===== src/rtl/tx_pkg.sv =====
// Shared definitions for the byte-serial transmit path.
//   tx_state_t   : serializer FSM state (IDLE, SEND, GAP), 2-bit encoding
//   PALABRAS_DEF : default bytes per word, also used by the receive-side assembler
//   BYTE_W       : width of one byte lane
package tx_pkg;
  localparam int PALABRAS_DEF = 8;
  localparam int BYTE_W       = 8;

  typedef enum logic [1:0] {
    IDLE = 2'd0,
    SEND = 2'd1,
    GAP  = 2'd2
  } tx_state_t;
endpackage


===== src/rtl/split_palabras_if.sv =====
// Word-in / byte-out handshake bundle for the serializer.
//   data_in, word_valid, word_ready : word side (producer -> serializer)
//   byte_out, byte_valid, byte_ready : byte side (serializer -> transmitter)
//   busy, done                       : status
// slave  : serializer view
// master : producer/transmitter view
interface split_palabras_if import tx_pkg::*; #(
  parameter int PALABRAS = PALABRAS_DEF
) ();
  logic [PALABRAS*BYTE_W-1:0] data_in;
  logic                       word_valid;
  logic                       word_ready;
  logic [BYTE_W-1:0]          byte_out;
  logic                       byte_valid;
  logic                       byte_ready;
  logic                       busy;
  logic                       done;

  modport slave (
    input  data_in, word_valid, byte_ready,
    output word_ready, byte_out, byte_valid, busy, done
  );

  modport master (
    output data_in, word_valid, byte_ready,
    input  word_ready, byte_out, byte_valid, busy, done
  );
endinterface


===== src/rtl/split_palabras_byte_gap_timer.sv =====
// Loadable down-counter timing the idle gap between bytes.
//   clk, rst  : clock, synchronous active-high reset
//   load      : load load_val this edge
//   load_val  : start value (gap length minus one)
//   zero      : counter has reached zero
// The counter stops at zero on its own, so it needs no separate enable.
module byte_gap_timer #(
  parameter int W = 1
) (
  input  logic         clk,
  input  logic         rst,
  input  logic         load,
  input  logic [W-1:0] load_val,
  output logic         zero
);
  logic [W-1:0] count;

  always_ff @(posedge clk) begin
    if (rst)                count <= '0;
    else if (load)          count <= load_val;
    else if (count != '0)   count <= count - W'(1);
  end

  assign zero = (count == '0);
endmodule


===== src/rtl/split_palabras.sv =====
// Transmit-side word serializer: takes one PALABRAS*8-bit word and emits it
// as PALABRAS bytes, least-significant byte first, with an optional idle gap
// of GAP_CYCLES cycles between consecutive bytes.
//   clk, rst : clock, synchronous active-high reset
//   bus      : split_palabras_if.slave (word side, byte side, busy/done)
// All outputs come straight from registers; byte_out is the low byte of the
// shift register.
//
// state | meaning
// IDLE  | word_ready high, waiting for a word
// SEND  | byte_valid high, presenting byte idx
// GAP   | byte_valid low, waiting for the gap timer to expire
module split_palabras import tx_pkg::*; #(
  parameter int PALABRAS   = PALABRAS_DEF,
  parameter int BITS       = 3,
  parameter int GAP_CYCLES = 0
) (
  input logic             clk,
  input logic             rst,
  split_palabras_if.slave bus
);
  localparam int             WORD_W   = PALABRAS * BYTE_W;
  localparam int             GW       = (GAP_CYCLES > 0) ? $clog2(GAP_CYCLES + 1) : 1;
  localparam int             GAP_LOAD = (GAP_CYCLES > 0) ? GAP_CYCLES - 1 : 0;
  localparam logic [BITS-1:0] LAST   = BITS'(PALABRAS - 1);

  tx_state_t         state_q, state_d;
  logic [WORD_W-1:0] shreg_q, shreg_d;
  logic [BITS-1:0]   idx_q, idx_d;
  logic              word_ready_q, word_ready_d;
  logic              byte_valid_q, byte_valid_d;
  logic              busy_q, busy_d;
  logic              done_q, done_d;
  logic              gap_load, gap_zero;
  logic              hs;

  // With no gap configured the load is never raised, so the timer stays at
  // zero and acts as a constant.
  byte_gap_timer #(.W(GW)) u_gap_timer (
    .clk      (clk),
    .rst      (rst),
    .load     (gap_load),
    .load_val (GW'(GAP_LOAD)),
    .zero     (gap_zero)
  );

  assign hs = byte_valid_q && bus.byte_ready;

  always_comb begin
    state_d      = state_q;
    shreg_d      = shreg_q;
    idx_d        = idx_q;
    word_ready_d = word_ready_q;
    byte_valid_d = byte_valid_q;
    busy_d       = busy_q;
    done_d       = 1'b0;
    gap_load     = 1'b0;
    case (state_q)
      IDLE: begin
        word_ready_d = 1'b1;
        if (bus.word_valid && word_ready_q) begin
          shreg_d      = bus.data_in;
          idx_d        = '0;
          busy_d       = 1'b1;
          word_ready_d = 1'b0;
          byte_valid_d = 1'b1;
          state_d      = SEND;
        end
      end
      SEND: begin
        if (hs) begin
          if (idx_q == LAST) begin
            byte_valid_d = 1'b0;
            busy_d       = 1'b0;
            done_d       = 1'b1;
            word_ready_d = 1'b1;
            state_d      = IDLE;
          end else begin
            shreg_d = shreg_q >> BYTE_W;
            idx_d   = idx_q + BITS'(1);
            if (GAP_CYCLES > 0) begin
              byte_valid_d = 1'b0;
              gap_load     = 1'b1;
              state_d      = GAP;
            end
          end
        end
      end
      GAP: begin
        if (gap_zero) begin
          byte_valid_d = 1'b1;
          state_d      = SEND;
        end
      end
      default: state_d = IDLE;
    endcase
  end

  always_ff @(posedge clk) begin
    if (rst) begin
      state_q      <= IDLE;
      shreg_q      <= '0;
      idx_q        <= '0;
      word_ready_q <= 1'b0;
      byte_valid_q <= 1'b0;
      busy_q       <= 1'b0;
      done_q       <= 1'b0;
    end else begin
      state_q      <= state_d;
      shreg_q      <= shreg_d;
      idx_q        <= idx_d;
      word_ready_q <= word_ready_d;
      byte_valid_q <= byte_valid_d;
      busy_q       <= busy_d;
      done_q       <= done_d;
    end
  end

  assign bus.word_ready = word_ready_q;
  assign bus.byte_valid = byte_valid_q;
  assign bus.byte_out   = shreg_q[BYTE_W-1:0];
  assign bus.busy       = busy_q;
  assign bus.done       = done_q;
endmodule

===== src/flat_wrapper.sv =====
// flat-port wrapper written by rule: the top's interface ports become plain ports
module split_palabras_flat import tx_pkg::*;
#(
  parameter int PALABRAS   = PALABRAS_DEF,
  parameter int BITS       = 3,
  parameter int GAP_CYCLES = 0
)
  (clk, rst, bus_data_in, bus_word_valid, bus_byte_ready, bus_word_ready, bus_byte_out, bus_byte_valid, bus_busy, bus_done);
  split_palabras_if #(.PALABRAS(PALABRAS)) bus_i ();
  input logic clk;
  input logic rst;
  input wire logic [$bits(bus_i.data_in)-1:0] bus_data_in;
  input wire logic [$bits(bus_i.word_valid)-1:0] bus_word_valid;
  input wire logic [$bits(bus_i.byte_ready)-1:0] bus_byte_ready;
  output wire logic [$bits(bus_i.word_ready)-1:0] bus_word_ready;
  output wire logic [$bits(bus_i.byte_out)-1:0] bus_byte_out;
  output wire logic [$bits(bus_i.byte_valid)-1:0] bus_byte_valid;
  output wire logic [$bits(bus_i.busy)-1:0] bus_busy;
  output wire logic [$bits(bus_i.done)-1:0] bus_done;
  assign bus_i.data_in = bus_data_in;
  assign bus_i.word_valid = bus_word_valid;
  assign bus_i.byte_ready = bus_byte_ready;
  assign bus_word_ready = bus_i.word_ready;
  assign bus_byte_out = bus_i.byte_out;
  assign bus_byte_valid = bus_i.byte_valid;
  assign bus_busy = bus_i.busy;
  assign bus_done = bus_i.done;
  split_palabras #(.PALABRAS(PALABRAS), .BITS(BITS), .GAP_CYCLES(GAP_CYCLES)) u_core (.clk(clk), .rst(rst), .bus(bus_i));
endmodule

===== config.mk =====
export PLATFORM = sky130hd
export DESIGN_NAME = split_palabras_flat
export DESIGN_NICKNAME = d
export VERILOG_FILES = /design/src/rtl/tx_pkg.sv /design/src/rtl/split_palabras_if.sv /design/src/rtl/split_palabras_byte_gap_timer.sv /design/src/rtl/split_palabras.sv /design/src/flat_wrapper.sv
export SDC_FILE = /design/constraint.sdc
export NUM_CORES = 1
export LEC_CHECK = 0
export ABC_AREA = 1
export ABC_CLOCK_PERIOD_IN_PS = 2800
export BUFFER_PORTS_ARGS = -buffer_cell sky130_fd_sc_hd__buf_2
export CORE_MARGIN = 2
export CORE_UTILIZATION = 59
export DETAILED_ROUTE_END_ITERATION = 12
export PLACE_DENSITY_LB_ADDON = 0.12
export SYNTH_ARGS = -nofsm -noshare
export SYNTH_HDL_FRONTEND = slang
export SYNTH_SLANG_ARGS = --single-unit

===== constraint.sdc =====
create_clock -name clk -period 2.8 [get_ports clk]
set_input_delay 0.28 -clock clk [delete_from_list [all_inputs] [get_ports clk]]
set_output_delay 0.28 -clock clk [all_outputs]
set_load 0.01 [all_outputs]

# After elaboration in Yosys (flattened, before gate mapping)

Cells that the tools add are included.

Word-level logic and storage cells: 57
Flip-flop bits (word level): 74
Output and inout bits: 12

Bitwise logic cells: 3
Add/subtract/negate cells: 2
Reduce and logical (&&, ||, !) cells: 12
Multiplexer cells: 24
Equality and inequality tests: 8

Operator list:

| kind                | count |
|---|---|
| $mux 64             | 3 |
| $pmux 64 s2         | 1 |
| $reduce_and 4->1    | 3 |
| $mux 3              | 3 |
| $mux 1              | 8 |
| $mux 2              | 4 |
| $ne 2x1->1 const B  | 3 |
| $pmux 2 s3          | 1 |
| $pmux 3 s2          | 1 |
| $reduce_and 5->1    | 1 |
| $ne 2x2->1 const B  | 2 |
| $pmux 1 s2          | 2 |
| $add 3x1->3 const B | 1 |
| $eq 3x3->1 const B  | 1 |
| $not 1->1           | 3 |
| $pmux 1 s3          | 1 |
| $reduce_and 3->1    | 1 |
| $reduce_bool 3->1   | 1 |
| $reduce_or 3->1     | 1 |
| $eq 2x1->1 const B  | 1 |
| $eq 2x2->1 const B  | 1 |
| $logic_and 1x1->1   | 2 |
| $logic_not 2->1     | 1 |
| $reduce_bool 2->1   | 1 |
| 2 further kinds     | 2 |

# Depth between registers and ports, before layout

Gate-level depths: netlist of the first run.

Depth in word-level cells: 4
Mapped depth: 9
Depth with buffers taken out: 8

# Worst setup path before layout of the first run

No wires, ideal clock.

Kind: register -> register
Start point: register u_core.idx_q[0]
End point: register u_core.shreg_q[0]
Stages on the path, launching flop included: 9
Setup time: 0.115 ns
Path slack: 1.274 ns
Arrival: 1.411 ns
Period minus slack after synthesis: 1.526 ns
Cells stage by stage: dfxtp_1 > ha_1 > ha_1 > inv_1 > nand3_4 > buf_4 > buf_2 > a21oi_1 > nor2_1

Cells in the longest elaborated chain, start to end: 3

RTL lines:

| element                           | RTL line              | RTL |
|---|---|---|
| from (decl)                       | split_palabras.sv:29  | `logic [BITS-1:0] idx_q, idx_d;` |
| from (signal assigned)            | split_palabras.sv:111 | `idx_q <= idx_d;` |
| $eq 3x3->1                        | split_palabras.sv:72  | `if (idx_q == LAST) begin` |
| $ne 2x2->1 (no source line)       | --                    |  |
| $reduce_and 4->1 (no source line) | --                    |  |
| to (signal assigned)              | split_palabras.sv:110 | `shreg_q <= shreg_d;` |
| to (decl)                         | split_palabras.sv:28  | `logic [WORD_W-1:0] shreg_q, shreg_d;` |

Every way passes these cells.
A chain may end at the register's enable or synchronous reset.

# Worst setup path after layout of the first run

Ends and elaborated chain as after synthesis.

==> results of run 1 <==
==> critical path: cells and delay by family, from the launching register on <==
family                     cells  cell delay [ps]
AOI/OAI and AO/OA              1              200
adders and majority gates      2              420
buffers and inverters          2              480
DFF                            1              320
and+or+nand+nor                2              350
==> area by class of cell <==
class	count	area [um^2]
multi-input combinational	455	2080
fill	579	2030
inverter	3	11.3
timing repair buffer	87	480
tap	77	96.3
clock inverter	4	70.1
sequential	70	1400
clock buffer	12	145
==> state kept, by name, summed over array words and instances, names as in the netlist <==
name / count
u_core.bus.word_ready: 1
u_core.shreg_q: 64
u_core.bus.busy: 1
u_core.idx_q: 3
u_core.bus.done: 1
==> per-layer routing <==
metal / global-route usage / up-vias / wire (um)
met2: 0.424 / 113 / 4080
li1: - / 1922 / -
met4: 0.0649 / 0 / 93
met1: 0.330 / 1670 / 4200
met5: 0 / - / 0
met3: 0.0462 / 9 / 447
==> final timing paths <==
check / startpoint / endpoint / slack [ps] / cells past startpoint
hold reg to reg: u_core.shreg_q[63] / u_core.shreg_q[63] / 490 / 2
setup reg to reg: u_core.idx_q[0] / u_core.shreg_q[0] / 910 / 7
hold / removal: rst / u_core.bus.busy / 180 / 2
setup / recovery: u_core.idx_q[0] / u_core.shreg_q[0] / 910 / 7
==> cells in the mapped netlist, drive strengths merged <==
library cell  number  area share
nand3              4      0.0098
nor2              72       0.071
dfxtp             70        0.37
nand2            248        0.24
a21boi             5      0.0098
clkbuf            13       0.013
o21ai              2      0.0026
ha                 2      0.0065
nand3b            61        0.12
inv                3      0.0029
a21oi             60       0.078
buf               44       0.076
nor3               1      0.0013
==> logic make-up after synthesis <==
| family | after synthesis | synth area share |
|---|---|---|
| AO/OA/AOI/OAI | 67 | 0.0909 |
| flip-flops | 70 | 0.366 |
| adder cells (fa/ha/maj) | 2 | 0.00654 |
| buffers and inverters | 60 | 0.0919 |
| AND/OR/NAND/NOR | 386 | 0.445 |
==> metrics by stage <==
step,cells,power (mW)
2_1_floorplan,585,1.58
3_3_place_gp,692,1.67
3_5_place_dp,692,1.68
4_1_cts,708,2.58
5_1_grt,708,2.71
6_report,708,2.57
==> power by group <==
group / total [mW] / internal [mW] / leakage, nW / switching, mW
combinational: 0.522 / 0.219 / 1.61 / 0.302
clock: 0.903 / 0.524 / 0.110 / 0.378
sequential: 1.15 / 1.10 / 0.577 / 0.0472
total: 2.57 / 1.84 / 2.29 / 0.728
==> out/results.ini, run 1 <==
[sta]
timing.hold.ws_ps = 182
rsz0062_at_grt = no
finClkSkew_ps = 4.49
tns_ps = 0
period_needed_ps = 1890
finalCritPeriodShare = 0.676
fmax_ghz = 0.528
finalMaxSlewViolations = 0
tightest_slew_ps = 635
slew_headroom = 0.577
setup_slack_ps = 907
setup_viol = 0
hold_viol = 0

[logic_synthesis]
ys.warnings.count = 0
synth_seq_cells = 70
syn_nets = 655
yosysUniqueCellTypes = 19
synth.yosys.seq_area_share = 0.366
avgSynthCellArea_um2 = 6.54
syn_inst = 585
syn_area_um2 = 3830

[floorplanning]
start_util = 0.606
core-area_um2 = 6310
die_y_um = 84.5
design.die.area_um2 = 7150
die_x_um = 84.5
io_pins = 80
rows = 29

[grt]
grt_pass1_vias = 3455
antenna_found_initial = 0
grt_pass1_wl_um = 14900
grt_overflow = 0
grtUsageTotal = 0.250
grt_max_degree = 89

[drt]
wl_per_cell_um = 12.5
vias = 3714
wl_um = 8820
drcViolationCount = 0
via_per_inst = 5.25
drtIter0Drc = 191
detail-route-antenna-nets = 0
drtPass1Iterations = 5

[min_path]
hold_class = in2reg

[power_and_ir_drop]
powerDensity_nw_per_um2 = 599
peakVddDrop_v = 0.000483
p_leak_nw = 2.29

[setup_path]
criticalPathCategory = reg2reg
critical_path_required_ps = 3030
cp_slowest_cell = buf_12
cp_cell_sequence = ha_1 -> ha_1 -> inv_1 -> nand3_4 -> buf_12 -> a21oi_1 -> nor2_1
critPathLaunchType = flip-flop
critPathMaxFanout = 88
crit_arrival_ps = 2130
path_common_cell = ha_1
slowest_delay_ps = 330
endpoint_kind = flip-flop

[clock_tree]
cts_buffers = 9
cts_resized = 0
cts_tree = built
clock_latency_ps = 340
cts.sinks = 70
postCtsHoldBufs = 0
htree_num_levels = 3
clockBufferDepth = 2
post-cts-setup-buffer-count = 0
clk_pin_slew_ps = 70
root_buffer = clkbuf_8

[finish]
layout_commonest_cell = nand2_1
antenna_cells = 0
fin_nets = 696
syn2layout_area_growth_pct = 12.0
fin_util = 0.679
design_area_um2 = 4290
drive_above_1_share = 0.168
final_cell_mix = nand2_1 (248), buf_2 (79), nor2_1 (72)

[placement]
postPlaceCellArea_um2 = 4070
preCtsSetupSlack_ps = 960
routabilityCongestion = 0.802
hpwl_um = 5300
io_buffers = 79

[run_status]
status = complete, no violations

[job]
maxCapViolCount = 0

No activity file was read; power rests on OpenSTA's default activity.
==> run 2: changes to the inputs <==
Settings changed: ABC_CLOCK_PERIOD_IN_PS 2800 to 1900, CORE_UTILIZATION 59 to 55.
Clock period 2.8 ns to 1.9 ns, I/O delays scaled along.
==> run 2 against run 1 <==
  * Count of clock-buffer cells in the layout unchanged
  * Maximum frequency increased by 8.6%
  * Sequential power increased by 47%
  * Register-to-register slack got worse by 750 ps
  * Cell area increased by 1.5%
  * Critical endpoint is now u_core.shreg_q[22]
  * Clock skew increased by 4.7 ps
  * Largest cell class unchanged
  * Critical path depth unchanged
  * Via count increased by 0.81%
  * Worst setup slack got worse by 750 ps
  * Combinational power increased by 50%
==> out/results.ini, run 2 (synthesized netlist as in run 1, its figures left out) <==
[setup_path]
reg2regPathDepth = 7  ; unchanged
critPathMaxFanout = 22  ; -75%
critical_path_required_ps = 2140  ; -890 ps
reg2reg_from = u_core.idx_q[0]
criticalPathCategory = reg2reg
r2r-end = u_core.shreg_q[22]
endpoint_kind = flip-flop
crit_arrival_ps = 1990  ; -140 ps
crit_start = u_core.idx_q[0]
crit_path_end = u_core.shreg_q[22]
critPathLaunchType = flip-flop
regToRegSetupSlack_ps = 160  ; -750 ps

[min_path]
hold_class = in2reg

[drt]
wl_per_cell_um = 12.4  ; -0.69%
vias = 3744  ; +0.81%
drcViolationCount = 0  ; unchanged
drtPass1Iterations = 4  ; -1
detail-route-antenna-nets = 0  ; unchanged
highest_layer = met4
wl_um = 8910  ; +1.0%
dr_wl_met2_um = 3970  ; -2.8%
via_per_inst = 5.20  ; -0.87%
met1_length_um = 4350  ; +3.6%
drtIter0Drc = 223  ; +17%
dr_wl_met3_um = 441  ; -1.3%

[clock_tree]
cts_buffers = 9  ; unchanged
clockBufferDepth = 2  ; unchanged
cts_tree = built
cts.sinks = 70  ; unchanged
clock_latency_ps = 350  ; about the same
root_buffer = clkbuf_8
clk_pin_slew_ps = 80  ; about the same
htree_num_levels = 3  ; unchanged

[power_and_ir_drop]
peakVddDrop_v = 0.000530  ; +9.8%
p_int_mw = 2.63  ; +43%
power_switching_mw = 1.07  ; +48%
p_comb_frac = 0.212  ; +0.009
powerDensity_nw_per_um2 = 851  ; +42%
sequentialPowerShare = 0.457  ; +0.011
p_leak_nw = 2.33  ; +1.4%
p_sw_frac = 0.290  ; +0.00689
p_clk_frac = 0.332  ; -0.019

[sta]
tightest_slew_ps = 621  ; -14.0 ps
finClkSkew_ps = 9.20  ; +4.72 ps
fmax_ghz = 0.574  ; +8.6%
tns_ps = 0  ; unchanged
hold_viol = 0  ; unchanged
period_needed_ps = 1740  ; -150 ps
rsz0062_at_grt = yes
slew_headroom = 0.586  ; +0.00934
setup_viol = 0  ; unchanged
finalCritPeriodShare = 0.917  ; +0.241
finalMaxSlewViolations = 0  ; unchanged

[grt]
grt_overflow = 0  ; unchanged
grt_pass1_wl_um = 14700  ; -1.3%
grt_max_degree = 66  ; -26%
grt_pass1_vias = 3248  ; -6.0%
antenna_found_initial = 0  ; unchanged
grtUsageTotal = 0.241  ; -0.00904

[placement]
io_buffers = 79  ; unchanged
postPlaceCellArea_um2 = 4140  ; +1.6%
routabilityCongestion = 0.839  ; +4.6%
hpwl_um = 5680  ; +7.0%

[finish]
syn2layout_area_growth_pct = 13.7
largest_reg_flops = 64  ; unchanged
fin_nets = 705  ; +1.3%
design_area_um2 = 4350  ; +1.5%
seq_area_um2 = 1400  ; unchanged
drive_above_1_share = 0.181  ; +0.0133
biggestRegsByFlops = u_core.shreg_q: 64 flops, u_core.idx_q: 3 flops
multi_input_area_um2 = 2090  ; +0.48%
layout_commonest_cell = nand2_1
fillers = 654  ; +13%
antenna_cells = 0  ; unchanged
final_cell_mix = nand2_1 (248), buf_2 (79), nor2_1 (72)
regMostFlops = u_core.shreg_q

[floorplanning]
rows = 30  ; +3.4%
core-area_um2 = 6760  ; +7.0%
die_x_um = 87.4  ; +3.4%
start_util = 0.566  ; -0.0397
die_y_um = 87.4  ; +3.4%
design.die.area_um2 = 7640  ; +6.9%
io_pins = 80  ; unchanged

[job]
maxCapViolCount = 0  ; unchanged

[run_status]
status = complete, no violations

-- run 2: cell types whose count changed in the layout (fill, tap and decap cells not counted) --
| cell | previous run | this run |
|---|---|---|
| bufinv_16 | 2 | 1 |
| clkinv_2 | 2 | 3 |
| clkbuf_8 | 10 | 11 |
| nand3_2 | 0 | 1 |
| buf_4 | 6 | 13 |
| buf_6 | 0 | 1 |
| clkbuf_1 | 2 | 1 |
-- run 2: layout make-up --
class,count,area share
inverter,3,0.00259
clock inverter,4,0.0104
clock buffer,12,0.0357
tap,80,0.0230
timing repair buffer,95,0.125
multi-input combinational,456,0.481
sequential,70,0.322
-- run 2: how the worst min path moves through the flow --
stage          startpoint               to  cells after the start
6_report              rst  u_core.bus.busy                      2
5_1_grt               rst  u_core.bus.busy                      2
4_1_cts               rst  u_core.bus.busy                      2
3_5_place_dp          rst  u_core.bus.busy                      2
3_3_place_gp          rst  u_core.bus.busy                      2
2_1_floorplan         rst  u_core.bus.busy                      1
-- run 2: per-layer routing --
metal  GRT usage  vias up
met4      0.0909        0
li1            -     1951
met1       0.331     1669
met5           0        -
met3      0.0398       14
met2       0.380      110
-- run 2: timing repair --
action                                  in CTS  in global routing
endpoints found under the setup margin       0                 40
hold buffers                                 0                  0
buffers inserted                             0                  0
resized for setup                            0                  1
-- run 2: power groups by stage --
stage / logic [mW] / clock network [mW] / registers (mW)
2_1_floorplan: 0.623 / 0 / 1.70
3_3_place_gp: 0.764 / 0 / 1.72
3_5_place_dp: 0.776 / 0 / 1.72
4_1_cts: 0.782 / 1.25 / 1.69
5_1_grt: 0.898 / 1.31 / 1.71
6_report: 0.783 / 1.23 / 1.69
-- run 2: worst max-delay path: stages (launching register included) --
cell and delay, ps:
dfxtp_1 330, ha_1 210, ha_1 210, inv_1 170
nand3_4 200, buf_4 270, a21oi_1 190, nor2_1 70
-- run 2: through the flow --
stage          power (mW)  hold slack [ps]  std cells  setup slack, ps  utilization
2_1_floorplan        2.32              259        585              374            -
3_3_place_gp         2.48              434        703              162        0.612
3_5_place_dp         2.50              436        703              100        0.612
4_1_cts              3.72             62.4        719             88.1        0.642
5_1_grt              3.92             87.2        720            -3.62        0.644
6_report             3.70             87.5        720              157        0.644
